<file path="src/rtl/seq_borrow_skip_sub_32.sv">
// Multi-cycle 32-bit subtractor: diff = a - b - bin, one 4-bit borrow-skip slice per clock.
module seq_borrow_skip_sub_32 (
    input  logic        clk,
    input  logic        rst_n,
    input  logic        start,
    input  logic [31:0] a,
    input  logic [31:0] b,
    input  logic        bin,
    output logic        busy,
    output logic        done,
    output logic [31:0] diff,
    output logic        bout,
    output logic        zero,
    output logic        ovf
);

    localparam int unsigned W       = 32;
    localparam int unsigned SW      = 4;
    localparam int unsigned KW      = 3;
    localparam logic [KW-1:0] K_LAST = KW'(7);

    typedef enum logic [1:0] {
        S_IDLE = 2'd0,
        S_RUN  = 2'd1,
        S_DONE = 2'd2
    } state_t;

    state_t         r_state;
    state_t         w_state_nxt;
    logic [KW-1:0]  r_k;
    logic [W-1:0]   r_a;
    logic [W-1:0]   r_b;
    logic           r_borrow;
    logic [W-1:0]   r_wdiff;
    logic           r_busy;
    logic           r_done;
    logic [W-1:0]   r_diff;
    logic           r_bout;
    logic           r_zero;
    logic           r_ovf;

    logic [SW-1:0]  w_sa;
    logic [SW-1:0]  w_sb;
    logic [SW-1:0]  w_sd;
    logic [SW:0]    w_chain;
    logic           w_p;
    logic           w_slice_bout;
    logic [W-1:0]   w_wdiff_nxt;
    logic [4:0]     w_base;

    assign busy = r_busy;
    assign done = r_done;
    assign diff = r_diff;
    assign bout = r_bout;
    assign zero = r_zero;
    assign ovf  = r_ovf;

    // State register plus registered busy/done decoded from the next state
    always_ff @(posedge clk or negedge rst_n) begin
        if (!rst_n) begin
            r_state <= S_IDLE;
            r_busy  <= 1'b0;
            r_done  <= 1'b0;
        end else begin
            r_state <= w_state_nxt;
            r_busy  <= (w_state_nxt != S_IDLE);
            r_done  <= (w_state_nxt == S_DONE);
        end
    end

    // Next-state logic; start is only looked at in IDLE
    always_comb begin
        w_state_nxt = r_state;
        case (r_state)
            S_IDLE:  if (start) w_state_nxt = S_RUN;
            S_RUN:   if (r_k == K_LAST) w_state_nxt = S_DONE;
            S_DONE:  w_state_nxt = S_IDLE;
            default: w_state_nxt = S_IDLE;
        endcase
    end

    // Current slice: ripple borrow chain plus skip path when every bit propagates
    always_comb begin
        w_base     = {r_k, 2'b00};
        w_sa       = r_a[w_base +: SW];
        w_sb       = r_b[w_base +: SW];
        w_sd       = '0;
        w_p        = 1'b1;
        w_chain    = '0;
        w_chain[0] = r_borrow;
        for (int i = 0; i < SW; i++) begin
            w_sd[i]      = w_sa[i] ^ w_sb[i] ^ w_chain[i];
            w_chain[i+1] = (~w_sa[i] & w_sb[i]) | (~(w_sa[i] ^ w_sb[i]) & w_chain[i]);
            w_p          = w_p & ~(w_sa[i] ^ w_sb[i]);
        end
        w_slice_bout = w_p ? r_borrow : w_chain[SW];
        w_wdiff_nxt  = r_wdiff;
        w_wdiff_nxt[w_base +: SW] = w_sd;
    end

    // Operand capture, slice stepping and atomic result load on the last slice
    always_ff @(posedge clk or negedge rst_n) begin
        if (!rst_n) begin
            r_k      <= '0;
            r_a      <= '0;
            r_b      <= '0;
            r_borrow <= 1'b0;
            r_wdiff  <= '0;
            r_diff   <= '0;
            r_bout   <= 1'b0;
            r_zero   <= 1'b0;
            r_ovf    <= 1'b0;
        end else begin
            case (r_state)
                S_IDLE: begin
                    if (start) begin
                        r_a      <= a;
                        r_b      <= b;
                        r_borrow <= bin;
                        r_k      <= '0;
                        r_wdiff  <= '0;
                    end
                end
                S_RUN: begin
                    r_wdiff  <= w_wdiff_nxt;
                    r_borrow <= w_slice_bout;
                    if (r_k != K_LAST) begin
                        r_k <= r_k + KW'(1);
                    end else begin
                        r_diff <= w_wdiff_nxt;
                        r_bout <= w_slice_bout;
                        r_zero <= (w_wdiff_nxt == '0);
                        r_ovf  <= (r_a[W-1] != r_b[W-1]) && (w_wdiff_nxt[W-1] != r_a[W-1]);
                    end
                end
                default: ;
            endcase
        end
    end

endmodule

</file>
<file path="config.mk">
export PLATFORM = sky130hd
export DESIGN_NAME = seq_borrow_skip_sub_32
export DESIGN_NICKNAME = d
export VERILOG_FILES = /design/src/rtl/seq_borrow_skip_sub_32.sv
export SDC_FILE = /design/constraint.sdc
export NUM_CORES = 1
export LEC_CHECK = 0
export BUFFER_PORTS_ARGS = -buffer_cell sky130_fd_sc_hd__buf_2
export CAP_MARGIN = 10
export CORE_MARGIN = 4
export CORE_UTILIZATION = 45
export DETAILED_ROUTE_END_ITERATION = 16
export PLACE_DENSITY = 0.66
export SETUP_SLACK_MARGIN = 0.4
export SLEW_MARGIN = 20
export SYNTH_ARGS = -nofsm -noshare
export SYNTH_HDL_FRONTEND = slang
export SYNTH_SLANG_ARGS = --single-unit
</file>
<file path="constraint.sdc">
create_clock -name clk -period 10.2 [get_ports clk]
set_clock_uncertainty 0.2 [all_clocks]
set_input_delay 2.04 -clock clk [delete_from_list [all_inputs] [get_ports clk]]
set_output_delay 2.04 -clock clk [all_outputs]
set_load 0.02 [all_outputs]
</file>
==> results by group <==
Status
  • Status: finished, final reports clean

Clock network
  • Worst-path clk slew: 0.06 ns
  • Num CTS Buffers: 17
  • # resized after CTS: 0
  • CTS tree: done
  • Post-CTS Hold Fix Bufs: 0
  • CTS H-tree depth: 4
  • Clk root buf: clkbuf_16
  • Clk Latency, worst-skew pair: 0.42 ns
  • Setup Fix Bufs, Post-CTS: 0
  • Clock sink count: 139
  • CTS max path bufs: 2

STA
  • Final setup fails: 0
  • Slew HR: 35.3%
  • Min Tclk post-route: 4.84 ns
  • Unrepaired setup endpoints after global routing: no
  • Fmax: 0.207 GHz
  • Slew Viols, Final: 0
  • Final period util: 47.4%
  • Final Hold Fails: 0
  • Tightest Pin Transition: 0.971 ns
  • Setup TNS: 0 ns

Global route
  • Largest net degree at the start of global routing: 85
  • M2 GR Usage: 32.7%
  • Number of global-route vias before repair: 4,960
  • Met1 usage: 24.6%
  • Busiest grt layer: met2
  • Met3 Track Usage GR: 5.73%
  • First-pass GRT wire length: 25,400 um
  • Total GRT Usage: 19.5%
  • Gr ovfl total: 0
  • Initial antenna violation count: 1

Power
  • PwrDens: 410 nW/um^2
  • Total power: 3220 uW
  • Max VDD drop: 0.000301 V
  • Leak Pwr: 0.00368 uW

Final layout
  • Diodes inserted: 0
  • Final net count: 753
  • Most frequent cells in the layout: dfrtp_1, buf_2, nand2_1
  • Commonest non-fill, non-tap cell in the layout: dfrtp_1
  • Fraction of layout cells with a size suffix above 1: 33.7%
  • Area grow syn2layout: 17.9%

Worst setup path
  • Critical path's top delay family: adder cells
  • Max FO, Critical Path: 25
  • Reg2Reg Depth: 14
  • Crit path largest cell delay: 0.98 ns
  • WP buf/inv: 2
  • Worst setup EP type: flip-flop
  • Worst EP arrival: 4.94 ns
  • FF-to-FF setup slack: 5.36 ns
  • Setup crit start kind: flip-flop
  • Worst path cell trace: mux4_2, mux2i_1, fa_1, inv_1, fa_1, fa_1, inv_1, fa_1, nand2b_1, a21oi_1, a21oi_1, nor4b_2, nand4_1, o41ai_2
  • Crit Path Category: reg2reg
  • Crit path depth: 14
  • Critical-path top delay cell: dfrtp_1
  • Req. time, crit path: 10.30 ns
  • Cell repeated most along the worst path: fa_1

Floorplan
  • DIE AREA: 16,800 um^2
  • Die width: 130 um
  • I/O Pins: 105
  • Die height: 130 um
  • Core box area: 14,500 um^2
  • Cell Rows: 44
  • Starting Density: 45.8%

Synthesis
  • Async SR Flop Fraction: 100%
  • Yosys reg bits: 139
  • Cells after Synth: 580
  • EDFF count, synth: 0
  • Post-Syn Area per Cell: 11.5 um^2
  • Seq/Total Area, Yosys: 52.2%
  • Area contributors post-synth: dfrtp_1, mux2_2, mux4_2
  • YS warnings: 0
  • Cell area after synthesis: 6660 um^2
  • Dominant synthesized flop cell: dfrtp_1
  • Post-synth top area cell: dfrtp_1
  • Syn_nets: 663
  • Share of the synthesized area in the top cell type: 52.2%
  • Yosys cell types: 50

Routing
  • Initial DRT Pass Iterations: 5
  • Vias per cell: 5.59
  • Total number of vias: 4,843
  • Initial DRC Count: 428
  • DRC Markers: 0
  • Drt total wl: 15,700 um
  • Antenna viol nets, final: 0
  • Routed len/inst: 18.1 um

Hold path
  • Hold crit path type: reg2reg
  • WHS Path Cells: 2

Placed design
  • Gp weighted congestion: 0.896
  • Detailed placement HPWL: 11,100 um
  • Port bufs: 104

Job
  • Max Cap Viol: 0
[path summary, 6_finish.rpt]
check                          from  endpoint
min                        diff[19]  diff[19]
min in group asynchronous     rst_n  diff[27]
max in group asynchronous     rst_n   r_b[27]
max                          r_k[1]      zero
max reg2reg                  r_k[1]      zero
min reg2reg                diff[19]  diff[19]
[stage by stage]
stage	utilization (%)	cell area (um^2)	hold slack [ns]	cells	setup slack, ns
3_5_place_dp	50.2	7290	0.266	835	5.38
6_report	54.0	7850	0.270	867	5.36
2_1_floorplan	-	6660	0.249	580	5.77
3_3_place_gp	50.2	7290	0.256	835	5.52
5_1_grt	54.0	7850	0.298	867	5.01
4_1_cts	54.0	7850	0.278	867	5.37
[cells by family (layout without fill, tap and decap cells)]
| logic type | after synthesis | in the layout | share of synthesized area (%) |
|---|---|---|---|
| flip-flops | 139 | 139 | 52.2 |
| AO/OA/AOI/OAI | 122 | 122 | 12.1 |
| buffers and inverters | 52 | 155 | 3.27 |
| multiplexers | 93 | 93 | 18.2 |
| AND/OR/NAND/NOR | 159 | 159 | 10.9 |
| adder cells (fa/ha/maj) | 15 | 15 | 3.27 |
[power breakdown]
group	leakage [uW]	total, uW	internal, uW	switching [uW]
clock network	0.000269	578	347	231
registers	0.00178	965	794	170
logic	0.00163	1680	655	1020
total	0.00368	3220	1800	1420
[synthesized netlist by cell type, types with 2 or more instances]
| cell | instances |
|---|---|
| inv_1 | 13 |
| o22ai_1 | 3 |
| a32o_1 | 11 |
| or3b_1 | 2 |
| nor3_1 | 6 |
| mux4_2 | 16 |
| buf_1 | 2 |
| nand3b_1 | 2 |
| nand4_1 | 3 |
| dfrtp_1 | 139 |
| a21oi_1 | 13 |
| a22oi_1 | 14 |
| o41ai_1 | 2 |
| a2bb2oi_1 | 4 |
| o21ai_0 | 55 |
| a31oi_1 | 2 |
| clkbuf_1 | 26 |
| nor2b_1 | 3 |
| nor4b_1 | 2 |
| a22o_1 | 8 |
| nand2b_1 | 3 |
| ha_1 | 11 |
| nand2_1 | 85 |
| fa_1 | 4 |
| mux2_2 | 65 |
| nor3b_1 | 2 |
| or2_2 | 3 |
| nor2_1 | 30 |
| and2_1 | 6 |
| buf_2 | 9 |
| nand3_1 | 6 |
| mux2i_1 | 12 |
[state kept, by name, summed over array words and instances, names as in the netlist, 2 cells and up]
register,cells
diff,32
r_a,32
r_b,32
r_k,3
r_state,2
r_wdiff,32
[worst min-delay path: cells and delay by family, from the launching register on]
| family | cells | cell delay (ns) |
|---|---|---|
| AO/OA/AOI/OAI | 1 | 0.06 |
| flip-flops | 1 | 0.33 |
| AND/OR/NAND/NOR | 1 | 0.04 |
[routing by layer]
layer,wire length (um),vias up,part of all wire [%]
li1,-,2260,-
met1,6710,2392,43
met2,7730,163,49
met3,1020,26,6.5
met4,251,2,1.6
met5,12,-,0.076
[cell type report]
class                      count  area [um^2]
timing repair buffer         110          576
inverter                      13         48.8
clock buffer                  21          460
multi-input combinational    389         2960
clock inverter                11         95.1
tap                          184          230
fill                        1296         6680
sequential                   139         3480
Note: power is estimated with default switching activity, not from simulation.
